===== config.mk =====
export PLATFORM = sky130hd
export DESIGN_NAME = axis_header_tx
export DESIGN_NICKNAME = d
export VERILOG_FILES = /design/src/rtl/axis_header_tx.sv
export SDC_FILE = /design/constraint.sdc
export NUM_CORES = 1
export LEC_CHECK = 0
export BUFFER_PORTS_ARGS = -buffer_cell sky130_fd_sc_hd__buf_2
export CAP_MARGIN = 20
export CELL_PAD_IN_SITES_DETAIL_PLACEMENT = 1
export CELL_PAD_IN_SITES_GLOBAL_PLACEMENT = 1
export CORE_AREA = 2 2 121 123
export CTS_CLUSTER_SIZE = 12
export DETAILED_ROUTE_END_ITERATION = 7
export DIE_AREA = 0 0 123 125
export GPL_TIMING_DRIVEN = 0
export PLACE_DENSITY = 0.69
export SLEW_MARGIN = 20
export SYNTH_ARGS = -nofsm -noshare
export SYNTH_HDL_FRONTEND = slang
export SYNTH_SLANG_ARGS = --single-unit

===== constraint.sdc =====
create_clock -name aclk -period 1.55 [get_ports aclk]
set_clock_uncertainty 0.1 [all_clocks]
set_input_delay 0.31 -clock aclk [delete_from_list [all_inputs] [get_ports aclk]]
set_output_delay 0.31 -clock aclk [all_outputs]
set_load 0.02 [all_outputs]

===== src/rtl/axis_header_tx.sv =====
// AXI-Stream framer: prefixes each payload frame with the "HFTCHILE" header beat.
// Define AXIS_TX_SEQ_EN to insert a 64-bit sequence-number beat after the header.
module axis_header_tx (
   input  logic        aclk,
   input  logic        aresetn,
   input  logic [63:0] s_axis_tdata,
   input  logic        s_axis_tvalid,
   output logic        s_axis_tready,
   input  logic        s_axis_tlast,
   output logic [63:0] m_axis_tdata,
   output logic        m_axis_tvalid,
   input  logic        m_axis_tready,
   output logic        m_axis_tlast,
   output logic [31:0] frame_count,
   output logic        busy
);

   localparam int unsigned DATA_W = 64;
   localparam int unsigned CNT_W  = 32;
   localparam logic [DATA_W-1:0] HEADER = 64'h4846544348494C45;

   // HDR_SENT is never entered; it decodes back to IDLE if ever reached.
   typedef enum logic [1:0] {
      IDLE     = 2'd0,
      HDR_SENT = 2'd1,
      SEQ      = 2'd2,
      BODY     = 2'd3
   } state_t;

`ifdef AXIS_TX_SEQ_EN
   localparam state_t AFTER_HDR = SEQ;
`else
   localparam state_t AFTER_HDR = BODY;
`endif

   state_t              state_q, state_d;
   logic [DATA_W-1:0]   tdata_q, tdata_d;
   logic                tvalid_q, tvalid_d;
   logic                tlast_q, tlast_d;
   logic [CNT_W-1:0]    frame_count_q, frame_count_d;
   logic                adv;
   logic                s_ready;
`ifdef AXIS_TX_SEQ_EN
   logic [DATA_W-1:0]   seq_q, seq_d;
`endif

   // Output register may load when empty or being drained this cycle.
   assign adv = !tvalid_q || m_axis_tready;

   always_ff @(posedge aclk or negedge aresetn) begin
      if (!aresetn) begin
         state_q       <= IDLE;
         tdata_q       <= '0;
         tvalid_q      <= 1'b0;
         tlast_q       <= 1'b0;
         frame_count_q <= '0;
`ifdef AXIS_TX_SEQ_EN
         seq_q         <= '0;
`endif
      end else begin
         state_q       <= state_d;
         tdata_q       <= tdata_d;
         tvalid_q      <= tvalid_d;
         tlast_q       <= tlast_d;
         frame_count_q <= frame_count_d;
`ifdef AXIS_TX_SEQ_EN
         seq_q         <= seq_d;
`endif
      end
   end

   always_comb begin
      state_d       = state_q;
      tdata_d       = tdata_q;
      tlast_d       = tlast_q;
      tvalid_d      = adv ? 1'b0 : tvalid_q;
      s_ready       = 1'b0;
      frame_count_d = frame_count_q;
`ifdef AXIS_TX_SEQ_EN
      seq_d         = seq_q;
`endif
      if (tvalid_q && m_axis_tready && tlast_q) begin
         frame_count_d = frame_count_q + CNT_W'(1);
      end

      case (state_q)
         IDLE: begin
            // Header is emitted without consuming the waiting payload beat.
            if (s_axis_tvalid && adv) begin
               tdata_d  = HEADER;
               tlast_d  = 1'b0;
               tvalid_d = 1'b1;
               state_d  = AFTER_HDR;
            end
         end
`ifdef AXIS_TX_SEQ_EN
         SEQ: begin
            if (adv) begin
               tdata_d  = seq_q;
               tlast_d  = 1'b0;
               tvalid_d = 1'b1;
               seq_d    = seq_q + DATA_W'(1);
               state_d  = BODY;
            end
         end
`endif
         BODY: begin
            s_ready = adv;
            if (s_axis_tvalid && adv) begin
               tdata_d  = s_axis_tdata;
               tlast_d  = s_axis_tlast;
               tvalid_d = 1'b1;
               if (s_axis_tlast) begin
                  state_d = IDLE;
               end
            end
         end
         default: begin
            state_d = IDLE;
         end
      endcase
   end

   assign s_axis_tready = s_ready;
   assign m_axis_tdata  = tdata_q;
   assign m_axis_tvalid = tvalid_q;
   assign m_axis_tlast  = tlast_q;
   assign frame_count   = frame_count_q;
   assign busy          = (state_q != IDLE) || tvalid_q;

endmodule


== Word-level counts from Yosys, hierarchy flattened ==
Index checks and enable logic that the tools add are counted.

* Add/subtract/negate cells: 1
* Equality and inequality tests: 4
* Multiplexer cells: 14
* Reduce and logical (&&, ||, !) cells: 12

{| class="wikitable"
|+ Operators with widths
! cell !! number
|-
| 64-bit two-way mux || 2
|-
| 64-bit case mux with 2 select lines || 1
|-
| 32-bit by 1-bit adder with 32-bit output, second input constant || 1
|-
| 1-bit two-way mux || 6
|-
| 2-bit two-way mux || 3
|-
| 2-bit != test, second input constant || 3
|-
| 3-bit AND reduction || 2
|-
| 2-bit case mux with 2 select lines || 1
|-
| 2-bit nonzero test || 2
|-
| 1-bit logical AND || 3
|-
| 2-bit equality test, second input constant || 1
|-
| 2-bit logical NOT || 1
|-
| 1-bit logical OR || 2
|-
| 1-bit case mux with 2 select lines || 1
|-
| 2-bit OR reduction || 1
|-
| 1-bit logical NOT || 1
|}

* Bits in registers: 100
* Input bits: 69

== Depth between registers and ports, before layout ==
Gate-level depths: netlist of the first run.

* Word-level depth: 5
* Gate-level depth with buffers: 6
* Depth with buffers taken out: 5

== Least setup slack after synthesis of the first run ==
Ideal clock, no wire load.

* Kind: register to register
* From: register frame_count_q[0], in the netlist frame_count[0]
* To: register frame_count_q[30], in the netlist frame_count[30]
* Library setup time: 0.080 ns
* Data arrival time: 1.691 ns
* Path slack: -0.321 ns
* Cell stages (with the launch flop): 7
* Buffers on the path: 1
* Cells stage by stage: dfrtp_1 > ha_1 > nand3_1 > or3_1 > clkbuf_2 > nor4_2 > xor2_1

* Word-level cells in the longest chain between the ends: 1

{| class="wikitable"
|+ Ends and longest elaborated chain
! element !! RTL line !! RTL
|-
| start: declaration || 40 || <nowiki>logic [CNT_W-1:0] frame_count_q, frame_count_d;</nowiki>
|-
| start signal: assignment || 65 || <nowiki>frame_count_q <= frame_count_d;</nowiki>
|-
| 32-bit by 1-bit adder with 32-bit output || 83 || <nowiki>frame_count_d = frame_count_q + CNT_W'(1);</nowiki>
|}

No other way between the ends.
A chain may end at the register's enable or synchronous reset.

== Worst setup path after layout of the first run ==
* From: register frame_count_q[5], in the netlist frame_count[5]
* To: register frame_count_q[29], in the netlist frame_count[29]

Same word-level chain as after synthesis.

==> results of run 1 <==
[registers in the layout (all words and copies together) (netlist names), named ones only]
| name | cells |
|---|---|
| m_axis_tdata | 64 |
| frame_count | 32 |
| state_q | 1 |
| m_axis_tlast | 1 |
[synthesized netlist by cell type, drive strengths merged]
cell,number
nor3,12
or4,1
buf,5
nand4,9
xor2,19
nand2,96
nor2,28
nor4,3
and3,4
clkbuf,21
ha,1
xnor2,12
nand2b,1
a31oi,22
o21a,1
or3,1
or2b,1
inv,26
nand3,51
dfrtp,99
or2,1
mux2,1
and2,3
and4,4
[path summary, 6_finish.rpt]
path	start	to	slack, ns	depth (start not counted)
setup / recovery	frame_count[5]$_DFFE_PN0P_	frame_count[29]$_DFFE_PN0P_	-0.20	5
hold / removal	s_axis_tdata[37]	m_axis_tdata[37]$_DFFE_PN0P_	0.08	3
setup reg to reg	frame_count[5]$_DFFE_PN0P_	frame_count[29]$_DFFE_PN0P_	-0.20	5
hold reg to reg	m_axis_tdata[40]$_DFFE_PN0P_	m_axis_tdata[40]$_DFFE_PN0P_	0.37	2
max in group asynchronous	aresetn	m_axis_tlast$_DFFE_PN0P_	0.36	3
min in group asynchronous	aresetn	frame_count[25]$_DFFE_PN0P_	0.32	2
[cell type report]
class / instances / area (um^2)
fill: 1591 / 7090
sequential: 99 / 2500
multi-input combinational: 271 / 2210
timing repair buffer: 227 / 1510
buffer: 22 / 280
clock buffer: 14 / 244
tap: 184 / 230
inverter: 26 / 97.6
clock inverter: 2 / 37.5
[power breakdown]
part           internal, W  total [W]  switching, W
registers          0.00294    0.00322      0.000285
logic             0.000930    0.00225       0.00132
clock network      0.00126    0.00226       0.00101
[per-layer routing]
metal  up-vias  wire [um]  GRT usage, %
met5         -         13             0
met4         2        192          6.89
met3        15       1010          5.89
met2       124       7710          31.0
met1      2022       5960          22.8
li1       1855          -             -
[critical path, stage by stage, from the launching register on]
cell,delay [ns]
dfrtp_2,0.41
nand3_4,0.09
or4_4,0.60
clkbuf_16,0.22
nor3_4,0.12
xnor2_1,0.14
[layout by cell type, fill, tap and decap left out, drive strengths merged, types with 3 or more instances in the layout]
master	n
a31oi	22
and2	3
and3	4
and4	4
buf	230
clkbuf	32
dfrtp	99
inv	26
nand2	96
nand3	51
nand4	9
nor2	28
nor3	12
nor4	3
xnor2	12
xor2	19
[logic make-up (layout without fill, tap and decap cells)]
family / Yosys count / in the layout
multiplexers: 1 / 1
adder cells (fa/ha/maj): 1 / 1
AND/OR/NAND/NOR: 215 / 215
flip-flops: 99 / 99
XOR/XNOR: 31 / 31
buffers and inverters: 52 / 291
AO/OA/AOI/OAI: 23 / 23
[metrics by stage]
step	instance area (um^2)	total power, W	hold slack, ns	util [%]
after floorplan	4270	0.00413	-0.0856	-
after global placement	5340	0.00480	0.348	37.6
after detailed placement	5370	0.00487	0.135	37.8
after CTS	6490	0.00752	0.0743	45.7
after global routing	7110	0.00811	0.0855	50.1
final	7110	0.00773	0.0810	50.1
[repair_timing]
action	CTS	global route
cloned	7	4
hold buffers	1	0
gates resized for setup	111	92
endpoints found under the setup margin	93	94
buffers inserted	35	11
hold endpoints to repair	35	0
pin swaps	56	83
==> impl_metrics.tcl, run 1 <==
set metrics [dict create \
    cts_max_level 3 \
    max_freq_mhz 571 \
    rsz0062_at_grt "true" \
    max_cap_violations 0 \
    cts.path.max_buffers 2 \
    postLayoutSetupSlackWorst_ns -0.202 \
    initial_core_util_pct 29.4 \
    wirelength_mm 14.9 \
    tightest_slew_ns 0.853 \
    setup_viol 89 \
    relSlewSlack_pct 43.2 \
    synth_fa_ha_area_share_pct 0.300 \
    ys_warn_count 0 \
    syn-cell-area_mm2 0.00418 \
    leakage_nw 3.72 \
    setup_tns_ns -9.83 \
    die_w_um 123 \
    synth_top_area_share_pct 59.3 \
    cts_made_buffers 9 \
    clockRootBuffer "clkbuf_16" \
    post-dp-hpwl_mm 9.16 \
    final_max_slew_viol_count 0 \
    vdd_drop_max_mv 0.567 \
    hold_path_class "primary input to flip-flop" \
    synth.avg_cell_area_um2 9.90 \
    wl_per_cell_um 17.6 \
    io_buffers 168 \
    ys_seq_area_share_pct 59.3 \
    grt_use_total_pct 18.8 \
    synth_compound_area_share_pct 3.48 \
    die-area_mm2 0.0154 \
    rows 44 \
    placed_cells 775 \
    syn_to_final_growth_pct 70.2 \
    via_per_inst 4.76 \
    core_area_mm2 0.0142 \
    io_pins 169 \
    cts_tree "done" \
    path_clk_slew_ns 0.07 \
    cp.required_ns 1.73 \
    drt-initial-drc-count 126 \
    crit_path_max_fanout 5 \
    grt_pass1_vias 4269 \
    gr-total-overflow 0 \
    synthCells 422 \
    yosys-mux-area-fraction_pct 0.270 \
    drc 0 \
    power_density_mw_per_mm2 1090 \
    syn-num-nets 492 \
    finalNetCount 726 \
    synth.distinct_cells 31 \
    synthTopCellsByArea "dfrtp_1 (59%), nand2_1 (8.6%), nand3_1 (6.0%)" \
    drive_gt1_share_pct 58.7 \
    grt_pass1_wl_mm 22.3 \
    path_class "flip-flop to flip-flop" \
    clock_sinks 99 \
    die_height_um 125 \
    vias 4018 \
    first_pass_iters 4 \
    final-hold-violation-count 0 \
    worstSetupEndpointType "flip-flop" \
    arrival_ns 1.93 \
    yosys.area_share.simple_pct 25.2 \
    clkLatencyLatePin_ns 0.36 \
    synth_top_family_by_area "simple AND/OR/NAND/NOR gates" \
    startpoint_type "flip-flop" \
    fin_crit_sh_pct 113 \
    antenna_found_initial 1 \
    finalCriticalPeriod_ns 1.75 \
    fin_cells 845 \
    ys_seq_elements 99 \
    status "finished, violations left" \
    violations "negative setup slack" \
    ant_nets 0 \
    yosysTopAreaCell "dfrtp_1" \
    grt_max_degree 65 \
    place_ws_ns -0.361 \
    diodes 0 \
    globalplace.congestion 0.747 \
    yosys.area_share.xor_xnor_pct 6.50 \
]
Power figures use the tool's default switching activity.
==> run 2: changes to the inputs <==
BUFFER_PORTS_ARGS = -buffer_cell sky130_fd_sc_hd__buf_4   (was -buffer_cell sky130_fd_sc_hd__buf_2)
==> impl_metrics.tcl, run 2 (synthesized netlist as in run 1, its figures left out) <==
set metrics [dict create \
    p_int_w 0.00560 \
    antenna_found_initial 0 \
    cts_made_buffers 9 \
    cts_hold_buf 0 \
    io_pins 169 \
    wirelength_mm 15.4 \
    leakage_nw 3.85 \
    clkLatencyLatePin_ns 0.35 \
    startpoint_type "flip-flop" \
    grt_use_total_pct 18.7 \
    p_total_w 0.00828 \
    first_pass_iters 4 \
    grt_max_degree 100 \
    utilization_pct 53.8 \
    post-dp-hpwl_mm 9.31 \
    finalCriticalPeriod_ns 1.85 \
    power_density_mw_per_mm2 1080 \
    cts_max_level 3 \
    grt_pass1_vias 4343 \
    rows 44 \
    seq_power_share_pct 39.1 \
    final-hold-violation-count 32 \
    arrival_ns 2.01 \
    cp.required_ns 1.70 \
    grt_pass1_wl_mm 22.5 \
    hold_path_class "primary input to asynchronous set/reset pin" \
    combPwrFrac_pct 31.1 \
    r2r_end "frame_count[25]$_DFFE_PN0P_" \
    fill_cells 1503 \
    rsz0062_at_grt "true" \
    initial_core_util_pct 29.4 \
    globalplace.congestion 0.728 \
    relSlewSlack_pct 36.7 \
    vias 4030 \
    r2r_setup_slack_ns -0.30 \
    drt-initial-drc-count 119 \
    violations "negative hold slack, negative setup slack" \
    whs_ns -0.0781 \
    fin_crit_sh_pct 120 \
    crit_end "frame_count[25]$_DFFE_PN0P_" \
    postLayoutSetupSlackWorst_ns -0.304 \
    drive_gt1_share_pct 59.6 \
    place_ws_ns -0.377 \
    gr-total-overflow 0 \
    crit_path_max_fanout 5 \
    setup_viol 92 \
    max_cap_violations 0 \
    p_switching_w 0.00269 \
    die-area_mm2 0.0154 \
    io_buffers 168 \
    finalNetCount 724 \
    ant_nets 0 \
    die_w_um 123 \
    via_per_inst 4.78 \
    clock_sinks 99 \
    clockRootBuffer "clkbuf_16" \
    rr_startpoint "frame_count[4]$_DFFE_PN0P_" \
    layout_common_cells "buf_4 (200), nand2_1 (90), dfrtp_1 (80)" \
    vdd_drop_max_mv 0.580 \
    largest_reg_flops 64 \
    sw_frac_of_total_pct 32.4 \
    drc 0 \
    rr_worst_depth 5 \
    place_area_mm2 0.00576 \
    path_clk_slew_ns 0.07 \
    cts.path.max_buffers 2 \
    core_area_mm2 0.0142 \
    path_class "flip-flop to flip-flop" \
    max_freq_mhz 539 \
    wl_per_cell_um 18.3 \
    critPathLaunch "frame_count[4]$_DFFE_PN0P_" \
    cts_tree "done" \
    die_height_um 125 \
    diodes 0 \
    tightest_slew_ns 0.949 \
    fin_area_mm2 0.00764 \
    layout_commonest_cell "buf_4" \
    worstSetupEndpointType "flip-flop" \
    final_max_slew_viol_count 0 \
    syn_to_final_growth_pct 82.9 \
    status "finished, violations left" \
    pwr-share-clk_pct 29.8 \
]
[run 2: cell types whose count changed in the layout (fill, tap and decap cells not counted), sizes merged]
cell,delta
clkinv,+2
bufinv,+1
clkinvlp,-1
buf,+1
clkbuf,-4
dlygate4sd3,-1
[run 2: per-stage QoR]
stage | instances | TNS, ns
after floorplan | 422 | -3.52
after global placement | 774 | -22.01
after detailed placement | 774 | -20.86
after CTS | 827 | -10.27
after global routing | 843 | -15.95
final | 843 | -10.16
[run 2: timing repair]
action                                  CTS  global route
resized for setup                       108           111
endpoints found under the hold margin     0             0
gates cloned                              4             5
setup buffers                            37            12
endpoints found under the setup margin   93            93
pin swaps                                50            86
[run 2: worst min path at each step]
stage	from	endpoint	slack, ns
3_5_place_dp	m_axis_tdata[5]$_DFFE_PN0P_	m_axis_tdata[5]$_DFFE_PN0P_	0.36
3_3_place_gp	m_axis_tdata[1]$_DFFE_PN0P_	m_axis_tdata[1]$_DFFE_PN0P_	0.35
2_1_floorplan	aresetn	asynchronous set/reset pin	-0.09
4_1_cts	aresetn	frame_count[11]$_DFFE_PN0P_	0.02
6_report	aresetn	frame_count[10]$_DFFE_PN0P_	-0.08
5_1_grt	aresetn	frame_count[11]$_DFFE_PN0P_	0.05
[run 2: critical path, cell delays in order (launching register included)]
cell and delay, ns:
dfrtp_2 0.39, nand3_4 0.09, or4_4 0.62, buf_4 0.18, nor3_4 0.14, xor2_1 0.23
[run 2: final cells by class]
| class | count | area, um^2 | share of cell area, % |
|---|---|---|---|
| timing repair buffer | 226 | 1900 | 24.9 |
| multi-input combinational | 271 | 2300 | 30.1 |
| buffer | 21 | 293 | 3.83 |
| inverter | 26 | 97.6 | 1.28 |
| tap | 184 | 230 | 3.01 |
| sequential | 99 | 2500 | 32.7 |
| clock inverter | 4 | 73.8 | 0.966 |
| clock buffer | 12 | 246 | 3.23 |
[run 2: power groups by stage]
stage	Combinational (W)	Sequential [W]	Clock, W
CTS	0.00223	0.00322	0.00252
global route	0.00277	0.00329	0.00261
finish	0.00258	0.00324	0.00246
floorplan	0.000507	0.00362	0
global placement	0.00184	0.00322	0
detailed placement	0.00189	0.00325	0
[run 2: per-layer routing]
| layer | up-vias | global-route usage [%] | routed length [um] |
|---|---|---|---|
| li1 | 1853 | - | - |
| met2 | 128 | 31.7 | 8100 |
| met5 | - | 0 | 0 |
| met4 | 0 | 6.62 | 189 |
| met1 | 2035 | 22.3 | 6000 |
| met3 | 14 | 5.89 | 1130 |
==> run 3: changes to the inputs <==
CORE_AREA = 2 2 118 120   (was 2 2 121 123)
DIE_AREA = 0 0 120 122   (was 0 0 123 125)
GPL_TIMING_DRIVEN = 1   (was 0)
PLACE_DENSITY = 0.72   (was 0.69)
==> impl_metrics.tcl, run 3 (synthesized netlist as in run 1, its figures left out) <==
set metrics [dict create \
    status "finished, violations left" \
    violations "negative setup slack" \
    die_w_um 120 \
    rsz0062_at_grt "true" \
    setup_viol 24 \
    path_delay_family "simple AND/OR/NAND/NOR gates" \
    r2r_setup_slack_ns -0.20 \
    grt_pass1_vias 4107 \
    cts_max_level 3 \
    diodes 0 \
    vdd_drop_max_mv 0.678 \
    worstSetupEndpointType "flip-flop" \
    startpoint_type "flip-flop" \
    fin_crit_sh_pct 113 \
    arrival_ns 1.92 \
    finalNetCount 713 \
    largest_reg_flops 64 \
    min_from "s_axis_tvalid" \
    crit_chain "nand3_4, or4_4, buf_4, nor4_4, xor2_1" \
    drive_gt1_share_pct 46.4 \
    cp.required_ns 1.72 \
    clkLatencyLatePin_ns 0.35 \
    wirelength_mm 13.1 \
    finalCriticalPeriod_ns 1.75 \
    rr_worst_depth 5 \
    ant_nets 0 \
    vias 3832 \
    syn_to_final_growth_pct 61.2 \
    via_per_inst 4.63 \
    whs_path_depth 2 \
    rows 43 \
    crit_buf_inv 1 \
    hold_path_class "primary input to flip-flop" \
    die_height_um 122 \
    drc 0 \
    fill_cells 1540 \
    setup_tns_ns -2.66 \
    initial_core_util_pct 30.9 \
    rr_startpoint "frame_count[5]$_DFFE_PN0P_" \
    path_class "flip-flop to flip-flop" \
    tightest_slew_ns 0.362 \
    wl_per_cell_um 15.9 \
    gr-total-overflow 0 \
    final-hold-violation-count 0 \
    cts.path.max_buffers 2 \
    crit_path_max_fanout 6 \
    io_buffers 168 \
    die-area_mm2 0.0146 \
    antenna_found_initial 0 \
    clockRootBuffer "clkbuf_16" \
    path_clk_slew_ns 0.07 \
    cts_tree "done" \
    drt-initial-drc-count 149 \
    max_freq_mhz 571 \
    clock_sinks 99 \
    place_area_mm2 0.00610 \
    fin_area_mm2 0.00673 \
    power_density_mw_per_mm2 1130 \
    globalplace.congestion 0.794 \
    layout_commonest_cell "buf_4" \
    grt_use_total_pct 18.2 \
    grt_pass1_wl_mm 20.8 \
    r2r_end "frame_count[23]$_DFFE_PN0P_" \
    max_cap_violations 0 \
    core_area_mm2 0.0135 \
    critical-path-max-stage-delay_ns 0.58 \
    crit_slowest_cell "or4_4" \
    layout_common_cells "buf_4 (216), nand2_1 (94), dfrtp_1 (82)" \
    final_max_slew_viol_count 0 \
    post-dp-hpwl_mm 9.39 \
    postLayoutSetupSlackWorst_ns -0.202 \
    utilization_pct 49.9 \
    grt_max_degree 36 \
    leakage_nw 3.64 \
    first_pass_iters 4 \
    io_pins 169 \
    cts_made_buffers 9 \
    relSlewSlack_pct 75.9 \
]
-- run 3: cell types whose count changed in the layout (fill, tap and decap cells not counted), moves of 5 or more --
cell,change
nand3_4,-5
nor2_4,-14
clkbuf_16,-9
buf_6,-7
nor2_2,-6
nor2_1,+20
nand3_1,+43
a31oi_4,-13
a31oi_1,+13
buf_8,-7
nand3_2,-38
buf_4,+16
-- run 3: metal layers --
metal	GRT usage [%]	vias to the layer above	routed length, um
li1	-	1823	-
met1	21.6	1864	5370
met2	29.9	126	6450
met3	6.55	19	1030
met4	7.43	0	289
met5	0	-	0
-- run 3: repair_timing --
| action | in CTS | in global routing |
|---|---|---|
| endpoints found under the hold margin | 20 | 0 |
| pin swaps | 18 | 11 |
| gates resized for setup | 30 | 14 |
| buffers inserted | 6 | 6 |
| gates cloned | 1 | 0 |
| hold buffers | 1 | 0 |
| setup endpoints to repair | 51 | 87 |
-- run 3: worst max path at each step --
stage	startpoint	to	slack (ns)	cells after the start
detailed placement	frame_count[1]$_DFFE_PN0P_	frame_count[30]$_DFFE_PN0P_	-0.23	5
global route	frame_count[5]$_DFFE_PN0P_	frame_count[23]$_DFFE_PN0P_	-0.29	5
floorplan	frame_count[0]$_DFFE_PN0P_	frame_count[30]$_DFFE_PN0P_	-0.18	6
finish	frame_count[5]$_DFFE_PN0P_	frame_count[23]$_DFFE_PN0P_	-0.20	5
CTS	frame_count[0]$_DFFE_PN0P_	frame_count[11]$_DFFE_PN0P_	-0.21	5
global placement	frame_count[1]$_DFFE_PN0P_	frame_count[30]$_DFFE_PN0P_	-0.14	5
-- run 3: final cells by class --
cell class	count	area, um^2	area share (%)
Inverter	26	97.6	1.45
Clock inverter	2	35.0	0.520
Multi-Input combinational cell	271	1690	25.2
Timing Repair Buffer	236	1920	28.6
Tap cell	180	225	3.34
Sequential cell	99	2500	37.1
Clock buffer	13	260	3.86
-- run 3: metrics by stage --
step	hold slack (ns)	setup WS, ns	cells	power, W
after detailed placement	0.150	-0.228	798	0.00530
final	0.0784	-0.202	827	0.00762
after floorplan	-0.0856	-0.182	422	0.00413
after global routing	0.0787	-0.288	827	0.00803
after global placement	0.145	-0.140	798	0.00522
after CTS	0.0684	-0.206	821	0.00769
-- run 3: power by group --
group          switching (W)  leakage, nW  internal, W
combinational        0.00116         2.29     0.000997
sequential          0.000242         1.20      0.00294
clock               0.000956        0.146      0.00133
total                0.00236         3.64      0.00527
